<file path="config.mk">
export PLATFORM = sky130hd
export DESIGN_NAME = serial_subtractor
export DESIGN_NICKNAME = d
export VERILOG_FILES = /design/src/rtl/serial_subtractor.sv
export SDC_FILE = /design/constraint.sdc
export NUM_CORES = 1
export LEC_CHECK = 0
export BUFFER_PORTS_ARGS = -buffer_cell sky130_fd_sc_hd__buf_2
export CAP_MARGIN = 25
export CELL_PAD_IN_SITES_DETAIL_PLACEMENT = 1
export CELL_PAD_IN_SITES_GLOBAL_PLACEMENT = 1
export CORE_UTILIZATION = 38
export CTS_CLUSTER_DIAMETER = 200
export DETAILED_ROUTE_END_ITERATION = 7
export PLACE_DENSITY_LB_ADDON = 0.1
export SYNTH_ARGS = -nofsm -noshare
export SYNTH_HDL_FRONTEND = slang
export SYNTH_SLANG_ARGS = --single-unit
</file>
<file path="constraint.sdc">
create_clock -name clk -period 1.3 [get_ports clk]
set_input_delay 0.13 -clock clk [delete_from_list [all_inputs] [get_ports clk]]
set_output_delay 0.13 -clock clk [all_outputs]
set_load 0.03 [all_outputs]
</file>
<file path="src/rtl/serial_subtractor.sv">
// Purpose: bit-serial subtractor, diff = a - b, LSB first, one full-subtractor cell plus a borrow flop.
// Latency: start accepted at edge k -> done high for one cycle after edge k+WIDTH; one op per WIDTH+1 cycles.
// Backpressure: start is only sampled while busy=0 (IDLE or DONE); a start during an operation is ignored.
//
// Ports:
//   clk            rising-edge clock
//   rst            asynchronous active-high reset, clears all state and outputs
//   start          request; a and b are captured on the accepting edge
//   a, b           minuend / subtrahend (WIDTH bits, unsigned)
//   busy           operation in progress
//   done           one-cycle pulse, diff/borrow valid
//   diff, borrow   a - b mod 2^WIDTH and unsigned borrow (a < b); held until next accept
//   ovf            two's-complement overflow flag, only when SIGNED_OVF_EN is defined
//
// Optional feature macro: SIGNED_OVF_EN (adds the ovf port and its sign-bit capture).

module serial_subtractor #(
    parameter int WIDTH = 4
) (
    input  logic             clk,
    input  logic             rst,
    input  logic             start,
    input  logic [WIDTH-1:0] a,
    input  logic [WIDTH-1:0] b,
    output logic             busy,
    output logic             done,
    output logic [WIDTH-1:0] diff,
    output logic             borrow
`ifdef SIGNED_OVF_EN
    ,
    output logic             ovf
`endif
);

    localparam int CW = (WIDTH > 1) ? $clog2(WIDTH) : 1;

    typedef enum logic [1:0] {
        IDLE  = 2'd0,
        SHIFT = 2'd1,
        DONE  = 2'd2
    } state_t;

    state_t           state;
    logic [CW-1:0]    cnt;
    logic [WIDTH-1:0] sa;
    logic [WIDTH-1:0] sb;
    logic             br;

    logic             d;
    logic             br_nxt;
    logic             last;
    logic [WIDTH-1:0] diff_shift;

`ifdef SIGNED_OVF_EN
    // Operand sign bits kept from the accept edge; the shift regs lose them.
    logic a_msb;
    logic b_msb;
`endif

    // Full-subtractor cell on the current operand LSBs.
    assign d      = sa[0] ^ sb[0] ^ br;
    assign br_nxt = (~sa[0] & sb[0]) | (~(sa[0] ^ sb[0]) & br);
    assign last   = (cnt == CW'(WIDTH - 1));

    // Result bits enter at the MSB so that after WIDTH shifts bit 0 lands at diff[0].
    generate
        if (WIDTH == 1) begin : g_w1
            assign diff_shift = d;
        end else begin : g_wn
            assign diff_shift = {d, diff[WIDTH-1:1]};
        end
    endgenerate

    always_ff @(posedge clk or posedge rst) begin
        if (rst) begin
            state  <= IDLE;
            cnt    <= '0;
            sa     <= '0;
            sb     <= '0;
            br     <= 1'b0;
            busy   <= 1'b0;
            done   <= 1'b0;
            diff   <= '0;
            borrow <= 1'b0;
`ifdef SIGNED_OVF_EN
            ovf    <= 1'b0;
            a_msb  <= 1'b0;
            b_msb  <= 1'b0;
`endif
        end else begin
            case (state)
                IDLE, DONE: begin
                    done <= 1'b0;
                    if (start) begin
                        state  <= SHIFT;
                        busy   <= 1'b1;
                        sa     <= a;
                        sb     <= b;
                        br     <= 1'b0;
                        cnt    <= '0;
                        diff   <= '0;
                        borrow <= 1'b0;
`ifdef SIGNED_OVF_EN
                        ovf    <= 1'b0;
                        a_msb  <= a[WIDTH-1];
                        b_msb  <= b[WIDTH-1];
`endif
                    end else begin
                        state <= IDLE;
                    end
                end

                SHIFT: begin
                    diff <= diff_shift;
                    sa   <= sa >> 1;
                    sb   <= sb >> 1;
                    br   <= br_nxt;
                    cnt  <= cnt + 1'b1;
                    if (last) begin
                        state  <= DONE;
                        busy   <= 1'b0;
                        done   <= 1'b1;
                        borrow <= br_nxt;
`ifdef SIGNED_OVF_EN
                        // d is the result MSB being shifted in this cycle.
                        ovf    <= (a_msb != b_msb) && (d != a_msb);
`endif
                    end
                end

                default: begin
                    state <= IDLE;
                    busy  <= 1'b0;
                    done  <= 1'b0;
                end
            endcase
        end
    end

endmodule
</file>
==> impl_results.md, run 1 <==
* Power Density at 2440 nW/um^2
* Startpoint Class: flip-flop
* Final Hold Viols at 0
* Post-Syn Area per Cell at ~11 um^2
* Final setup violation count at 0
* Die Ht at around 50 um
* Post-Syn Area at 868 um^2
* Final ANT Viol Nets at 0
* Switching part of the total at between 40% and 50%
* Post-Syn Instances at between 70 and 80
* Upper clock frequency limit at ~0.82 GHz
* Drt wl/cell at approximately 15 um
* Initial Util at 42.1%
* Clock Path Buffers at 2
* Crit path DAT at between 1000 and 1500 ps
* Max_cap viols at 0
* Largest net degree at the start of global routing at 20
* Hold Crit Class: in -> reg
* First-pass GRT wire length at around 3400 um
* Root Driver: clkbuf_4
* Seq pwr share at between 40% and 50%
* Tightest Pin Transition at between 200 and 300 ps
* Pleak at 0.505 nW
* Nets at between 100 and 150
* Yosys reg bits at 19
* Critical-path maximum fanout at 6
* Number of global-route vias before repair at 721
* Clock power frac at 11.9%
* Worst path required time at ~1200 ps
* Initial DRC Count at 4
* Residual DRC at 0
* CTS tree: built
* Routed via count at roughly 680
* Mapped Nets at approximately 90
* TritonCTS buffer count at 3
* Slew Limit Fails at 0
* Antenna diode count at 0
* Clock Pin Slew Worst Setup and Hold Paths at 110 ps
* FFs w/ async S/R, synth at 100%
* Layout area overhead at 19.7%
* Fin crit share at slightly above 90%
* Slew headroom at just over 80%
* Synth area leaders: dfrtp_1 55%, mux2i_1 5.8%, o22ai_1 4.3%
* Total power at ~2.5 mW
* Fin crit period at 1210 ps
* Post-synth top area cell: dfrtp_1
* Worst setup path class: reg -> out
* Share of the synthesized area in the top cell type at 54.8%
* First-pass DRT Iterations at 3
* Worst Skew at 4.50 ps
* RSZ-0062 raised after global routing: no
* Core area at 2060 um^2
* Most common cell in the netlist: dfrtp_1
* Post-synth EDFFs at 0
* Htree depth at 1
* Total clock sinks at 19
* Port bufs at 17
* Crit path capture type: primary output
* Footprint of the multi-input gates at 340 um^2
* Congestion Overflow GR at 0
* Sequential element share of the synthesized area at between 50% and 60%
* Clk_lat worst skew at ~300 ps
* Combinational share of power at between 40% and 50%
* P_sw at around 1.1 mW
* Die X at approximately 50 um
* Cell internal pwr at roughly 1.5 mW
* Status: finished clean
* Post-Route WL at roughly 1900 um
* Yosys cell types at 20
* Antenna violations before repair at 0
* Most frequent cells after synthesis: 19 x dfrtp_1, 7 x a21oi_1, 6 x inv_1, 6 x nand2_1, 6 x o22ai_1
* FF/Latch Area at between 400 and 500 um^2
* Worst Hold Margin at between 40 and 50 ps
* VDD IR max at approximately 0.0011 V
* Die Area at roughly 2500 um^2
* Dpl hpwl at ~1300 um
* Gr usage total at about a fifth
* Share of cells above drive strength 1 at 27.2%
* Final Wtd Congestion at approximately 0.7
* Ys Warns at 0
* Ys flop type: dfrtp_1
* Setup tns final at 0 ps
* Row count at 16
* Via density at approximately 5.2
* Ports at 18
* Fill cells at 240
-- critical path, stage by stage, from the launching register on --
cell and delay [ps]:
dfrtp_2 430, buf_4 170, buf_2 180
-- state kept, by name, indices dropped and copies added (netlist names) --
signal,flops
cnt,2
sb,4
sa,4
busy,1
diff,4
br,1
state,2
borrow,1
-- logic make-up (layout without fill, tap and decap cells) --
family / Yosys count / after routing / synth area share [%]
multiplexers: 5 / 5 / 5.76
adder cells (fa/ha/maj): 2 / 2 / 3.75
flip-flops: 19 / 19 / 54.8
XOR/XNOR: 1 / 1 / 1.01
AND/OR/NAND/NOR: 16 / 16 / 8.93
AO/OA/AOI/OAI: 26 / 26 / 19.6
buffers and inverters: 10 / 34 / 6.19
-- power groups by stage --
stage | Combinational [mW] | Sequential (mW) | Clock (mW)
finish | 1.19 | 1.04 | 0.302
global route | 1.35 | 1.07 | 0.337
CTS | 1.21 | 1.04 | 0.323
detailed placement | 1.16 | 1.07 | 0
global placement | 1.12 | 1.06 | 0
floorplan | 0.708 | 1.20 | 0
-- per-stage QoR --
stage	utilization, %	setup slack [ps]	instances	area, um^2
after floorplan	-	84.0	79	868
after global placement	47.8	162	123	986
after detailed placement	47.8	137	123	986
after CTS	50.4	76.1	130	1040
after global routing	50.4	30.3	130	1040
final	50.4	86.4	130	1040
-- cell usage in the layout, fill, tap and decap left out, types with 2 or more instances in the layout --
cell type	n
mux2i_1	5
nor2b_1	4
a21oi_1	7
a211oi_1	3
nand2b_1	3
o21ai_0	3
clkbuf_4	3
inv_1	6
dfrtp_1	18
a22o_1	4
o2bb2ai_1	2
buf_2	17
nor2_1	3
nand2_1	6
o22ai_1	6
buf_4	6
-- worst paths after layout --
check	from	end	slack, ps	cells after the start
worst max-delay path	state[1]$_DFFE_PP0P_	done	90	2
worst min-delay path	a[3]	sa[3]$_DFFE_PP0P_	40	2
worst max register to register	state[1]$_DFFE_PP0P_	sb[3]$_DFFE_PP0P_	120	3
worst min register to register	busy$_DFFE_PP0P_	busy$_DFFE_PP0P_	480	2
max in group asynchronous	rst	state[1]$_DFFE_PP0P_	700	4
min in group asynchronous	rst	cnt[0]$_DFFE_PP0P_	380	4
-- area by class of cell --
cell class | count | share of cell area (%)
inverters | 6 | 2.17
flip-flops and latches | 19 | 45.8
multi-input cells | 50 | 32.7
clock buffers | 4 | 2.53
repair buffers | 24 | 13.5
well taps | 27 | 3.25
-- repair_timing --
item / in CTS / in global routing
hold buffers: 1 / 0
setup buffers: 2 / 0
setup endpoints to repair: 1 / 9
gates resized for setup: 1 / 1
endpoints found under the hold margin: 19 / 0
-- per-layer routing --
layer  share of wire [%]  GRT usage, %  up-vias
met2                  48          30.9       14
met1                  48          24.2      338
met4                 1.2          7.14        0
met3                 3.2          3.70        4
met5                   0             0        -
li1                    -             -      325
(Power assumes the default switching activity.)
==> inputs of run 2 (changes only) <==
==> constraint.sdc (replaced) <==
create_clock -name clk -period 1.4 [get_ports clk]
set_input_delay 0.14 -clock clk [delete_from_list [all_inputs] [get_ports clk]]
set_output_delay 0.14 -clock clk [all_outputs]
set_load 0.005 [all_outputs]
==> impl_results.md, run 2 (synthesis gave the netlist of run 1 again) <==
* Worst Skew at 5.44 ps (+0.933 ps)
* Commonest non-fill, non-tap cell in the layout: dfrtp_1
* CTS tree: built
* Post-Route WL at 1980 um (+3.7%)
* Critical-path maximum fanout at 9 (+3)
* Share of cells above drive strength 1 at 24.0% (-3.2 points)
* Hold Path Stages at 2 (unchanged)
* End of the worst register-to-register path: diff[2]$_DFFE_PP0P_
* Combinational share of power at 42.0% (-5.0 points)
* Port bufs at 17 (unchanged)
* Routed via count at 663 (-2.6%)
* Htree depth at 1 (unchanged)
* Die Ht at 49.8 um (unchanged)
* Hold Path End: sb[3]$_DFFE_PP0P_
* Row count at 16 (unchanged)
* Crit path capture type: flip-flop
* Fill cells at 242 (+0.83%)
* Layout area overhead at 17.0%
* Crit path DAT at 1460 ps (+380 ps)
* Clock Pin Slew Worst Setup and Hold Paths at 110 ps (about the same)
* P_sw at 0.859 mW (-20%)
* Drt wl/cell at 15.6 um (+6.1%)
* Congestion Overflow GR at 0 (unchanged)
* Worst path required time at 1600 ps (+430 ps)
* Worst hold start: b[3]
* RSZ-0062 raised after global routing: no
* Final Wtd Congestion at 0.716 (+3.8%)
* Nets at 114 (-2.6%)
* Hold Crit Class: in -> reg
* Post-CTS sizing at 0 (-1)
* Final Hold Viols at 0 (unchanged)
* Final setup violation count at 0 (unchanged)
* Slew headroom at 79.6% (-3.5 points)
* Die X at 49.8 um (unchanged)
* Most frequent cells in the layout: 19 x dfrtp_1, 17 x buf_2, 7 x a21oi_1
* Status: finished clean
* Die Area at 2480 um^2 (unchanged)
* Regs by FF count: diff: 4 flops, sa: 4 flops, sb: 4 flops
* First-pass GRT wire length at 3480 um (+2.9%)
* Core area at 2060 um^2 (unchanged)
* Reg2reg start: state[0]$_DFFE_PP0P_
* Initial Util at 42.1% (unchanged)
* Startpoint Class: flip-flop
* Total clock sinks at 19 (unchanged)
* Dpl hpwl at 1450 um (+8.1%)
* Upper clock frequency limit at 0.796 GHz
* Total power at 2.18 mW (-14%)
* First-pass DRT Iterations at 4 (+1)
* FF-to-FF setup slack at 140 ps (+20 ps)
* Clk_lat worst skew at 300 ps (about the same)
* TritonCTS buffer count at 3 (unchanged)
* Worst setup path class: reg -> reg
* Switching part of the total at 39.4% (-3.0 points)
* Fin crit share at ~90%
* Tightest Pin Transition at 306 ps (+52.7 ps)
* Cell internal pwr at 1.32 mW (-9.2%)
* Final ANT Viol Nets at 0 (unchanged)
* VDD IR max at 0.00121 V (+11%)
* Residual DRC at 0 (unchanged)
* Largest net degree at the start of global routing at 20 (unchanged)
* Ports at 18 (unchanged)
* Fin crit period at between 1000 and 1500 ps
* Setup tns final at 0 ps (unchanged)
* Number of global-route vias before repair at 699 (-3.1%)
* Seq pwr share at 45.3% (+4.2 points)
* Clock power frac at 12.7% (+0.8 points)
* Clock Path Buffers at 2 (unchanged)
* Max_cap viols at 0 (unchanged)
* Via density at 5.22 (-0.34%)
* Worst r2r path cells at 3 (unchanged)
* Root Driver: clkbuf_4
* Pleak at 0.496 nW (-1.8%)
* Gr usage total at 19.2% (+0.46 points)
* Antenna diode count at 0 (unchanged)
* Antenna violations before repair at 0 (unchanged)
* Slew Limit Fails at 0 (unchanged)
* Initial DRC Count at 5 (+1)
* Power Density at 2150 nW/um^2 (-12%)
## run 2: what timing repair did
| item | CTS | global route |
|---|---|---|
| buffers inserted | 0 | 0 |
| hold endpoints to repair | 19 | 0 |
| hold buffers | 1 | 0 |
## run 2: worst max path at each step
stage	startpoint	end	cells after the start
final	state[0]$_DFFE_PP0P_	diff[2]$_DFFE_PP0P_	3
after global routing	state[0]$_DFFE_PP0P_	sa[3]$_DFFE_PP0P_	3
after CTS	state[1]$_DFFE_PP0P_	done	2
after detailed placement	state[0]$_DFFE_PP0P_	diff[2]$_DFFE_PP0P_	3
after global placement	state[0]$_DFFE_PP0P_	sa[3]$_DFFE_PP0P_	3
after floorplan	state[1]$_DFFE_PP0P_	sa[0]$_DFFE_PP0P_	4
## run 2: per-layer routing
layer	wire, um	track usage, %	vias to the layer above
li1	-	-	322
met1	955	26.8	321
met2	921	28.4	16
met3	80	5.25	4
met4	23	7.14	0
met5	0	0	-
## run 2: stage by stage
stage	worst slack (ps)	util (%)	area (um^2)	hold WS, ps	cells
global route	39.1	49.3	1020	39.3	127
finish	144	49.3	1020	40.2	127
floorplan	328	-	868	91.1	79
CTS	128	49.3	1020	29.0	127
detailed placement	164	47.5	978	174	122
global placement	248	47.5	978	173	122
## run 2: power groups by stage
stage,combinational [mW],clock [mW],sequential [mW]
global route,1.05,0.314,1.03
global placement,0.866,0,0.986
detailed placement,0.918,0,1.01
CTS,0.932,0.293,0.994
floorplan,0.658,0,0.952
finish,0.917,0.278,0.988
## run 2: worst max-delay path: stages (launching register included)
cell and delay, ps:
dfrtp_1 490, nor2_1 120, a21o_1 280, a22o_1 270
## run 2: cell type report
| cell class | instances | area [um^2] | share of cell area, % |
|---|---|---|---|
| Inverter | 6 | 22.5 | 2.22 |
| Multi-Input combinational cell | 50 | 339 | 33.4 |
| Clock buffer | 3 | 22.5 | 2.22 |
| Clock inverter | 1 | 5.00 | 0.493 |
| Sequential cell | 19 | 475 | 46.8 |
| Tap cell | 27 | 33.8 | 3.33 |
| Timing Repair Buffer | 21 | 118 | 11.6 |
==> inputs of run 3 (changes only) <==
==> constraint.sdc (replaced) <==
create_clock -name clk -period 1.4 [get_ports clk]
set_input_delay 0.28 -clock clk [delete_from_list [all_inputs] [get_ports clk]]
set_output_delay 0.28 -clock clk [all_outputs]
set_load 0.005 [all_outputs]
==> impl_results.md, run 3 (synthesis gave the netlist of run 1 again) <==
* Status: finished clean
* Routed via count at 663 (unchanged)
* Post-Route WL at 1860 um (-6.1%)
* Antenna violations before repair at 0 (unchanged)
* RSZ-0062 raised after global routing: no
* Clk_lat worst skew at 300 ps (about the same)
* Setup tns final at 0 ps (unchanged)
* Dpl hpwl at 1390 um (-4.1%)
* Max layer used: met4
* Ports at 18 (unchanged)
* Placed insts at 124 (+1.6%)
* Row count at 16 (unchanged)
* Fin crit period at 1360 ps (+101 ps)
* Worst Skew at 2.50 ps (-2.94 ps)
* VDD IR max at 0.000956 V (-21%)
* Initial DRC Count at 3 (-2)
* Max_cap viols at 0 (unchanged)
* Critical-path maximum fanout at 7 (-2)
* Most frequent cells in the layout: 18 x dfrtp_1, 17 x buf_2, 7 x a21oi_1
* Residual DRC at 0 (unchanged)
* Die Ht at 49.8 um (unchanged)
* Startpoint Class: flip-flop
* Port bufs at 17 (unchanged)
* Die X at 49.8 um (unchanged)
* Post-Place Setup Slack at 134 ps (-29.4 ps)
* Nets at 116 (+1.8%)
* Crit path launch: state[1]$_DFFE_PP0P_
* Reg2reg start: state[0]$_DFFE_PP0P_
* Tightest Pin Transition at 300 ps (-5.86 ps)
* Root Driver: clkbuf_4
* Met1 Routed Length at 954 um (-0.10%)
* Upper clock frequency limit at 0.737 GHz (-7.4%)
* Fin crit share at 96.9% (+7.2 points)
* Share of cells above drive strength 1 at 25.5% (+1.5 points)
* Worst r2r path cells at 3 (unchanged)
* Worst path required time at 1120 ps (-480 ps)
* Clock Pin Slew Worst Setup and Hold Paths at 110 ps (about the same)
* First-pass GRT wire length at 3420 um (-2.0%)
* Slew headroom at 80.0% (+0.39 points)
* Post-Layout Cell Count at 129 (+1.6%)
* Crit path capture type: primary output
* Fill cells at 244 (+0.83%)
* Gr usage total at 18.7% (-0.57 points)
* Power Density at 2130 nW/um^2 (-1.1%)
* Number of global-route vias before repair at 709 (+1.4%)
* First-pass DRT Iterations at 3 (-1)
* Met2 routed WL at 817 um (-11%)
* Drt wl/cell at 14.4 um (-7.5%)
* Worst hold start: a[3]
* Final worst slack at 43.7 ps (-101 ps)
* Final Hold Viols at 0 (unchanged)
* Via density at 5.14 (-1.6%)
* Layout area overhead at 18.7%
* Hold Path Stages at 2 (unchanged)
* Final ANT Viol Nets at 0 (unchanged)
* Core area at 2060 um^2 (unchanged)
* Initial Util at 42.1% (unchanged)
* Antenna diode count at 0 (unchanged)
* Regs by FF count: diff: 4 flops, sa: 4 flops, sb: 4 flops
* Final Wtd Congestion at 0.761 (+6.2%)
* Total clock sinks at 19 (unchanged)
* Largest net degree at the start of global routing at 20 (unchanged)
* Pleak at 0.501 nW (+1.2%)
* Clock Path Buffers at 2 (unchanged)
* Commonest non-fill, non-tap cell in the layout: dfrtp_1
* Crit path DAT at 1080 ps (-380 ps)
* Worst setup path class: reg -> out
* Congestion Overflow GR at 0 (unchanged)
* CTS tree: built
* TritonCTS buffer count at 3 (unchanged)
* DR WL met3 at 62 um (-23%)
* Total setup buffers inserted after CTS at 0 (unchanged)
* Slew Limit Fails at 0 (unchanged)
* Die Area at 2480 um^2 (unchanged)
* Hold Crit Class: in -> reg
* Final setup violation count at 0 (unchanged)
* Htree depth at 1 (unchanged)
## run 3: repair_timing
action                     in CTS  in global routing
hold buffers                    1                  0
hold endpoints to repair       19                  0
resized for setup               1                  0
setup endpoints to repair       1                  0
## run 3: report_power, final
group	internal [mW]	total, mW	switching (mW)
clock	0.111	0.286	0.175
sequential	0.796	0.995	0.199
combinational	0.445	0.910	0.465
## run 3: layout make-up
type,instances,area [um^2],share of cell area (%)
clock buffers,4,26.3,2.55
well taps,27,33.8,3.28
inverters,6,22.5,2.18
repair buffers,23,133,12.9
flip-flops and latches,19,477,46.2
multi-input cells,50,339,32.9
## run 3: through the flow
step                      hold WS (ps)  utilization [%]  power [mW]  cell area [um^2]
after detailed placement           323             48.2        1.92               993
after global routing               194             50.0        2.39              1030
after floorplan                    231                -        1.61               868
after global placement             312             48.2        1.88               993
after CTS                          186             50.0        2.22              1030
final                              190             50.0        2.19              1030
## run 3: layer usage
layer / global-route usage (%) / up-vias
met1: 27.5 / 319
met2: 26.8 / 15
met3: 3.70 / 3
met5: 0 / -
li1: - / 326
met4: 7.14 / 0
## run 3: critical path: stages (launching register included)
cell,delay (ps)
dfrtp_2,480
buf_4,180
buf_2,120
## run 3: path summary, 6_finish.rpt
path	endpoint	slack, ps
max in group asynchronous	state[1]$_DFFE_PP0P_	650
worst max register to register	sb[3]$_DFFE_PP0P_	160
min in group asynchronous	diff[3]$_DFFE_PP0P_	520
worst min register to register	busy$_DFFE_PP0P_	490
worst min-delay path	sa[3]$_DFFE_PP0P_	190
worst max-delay path	done	40
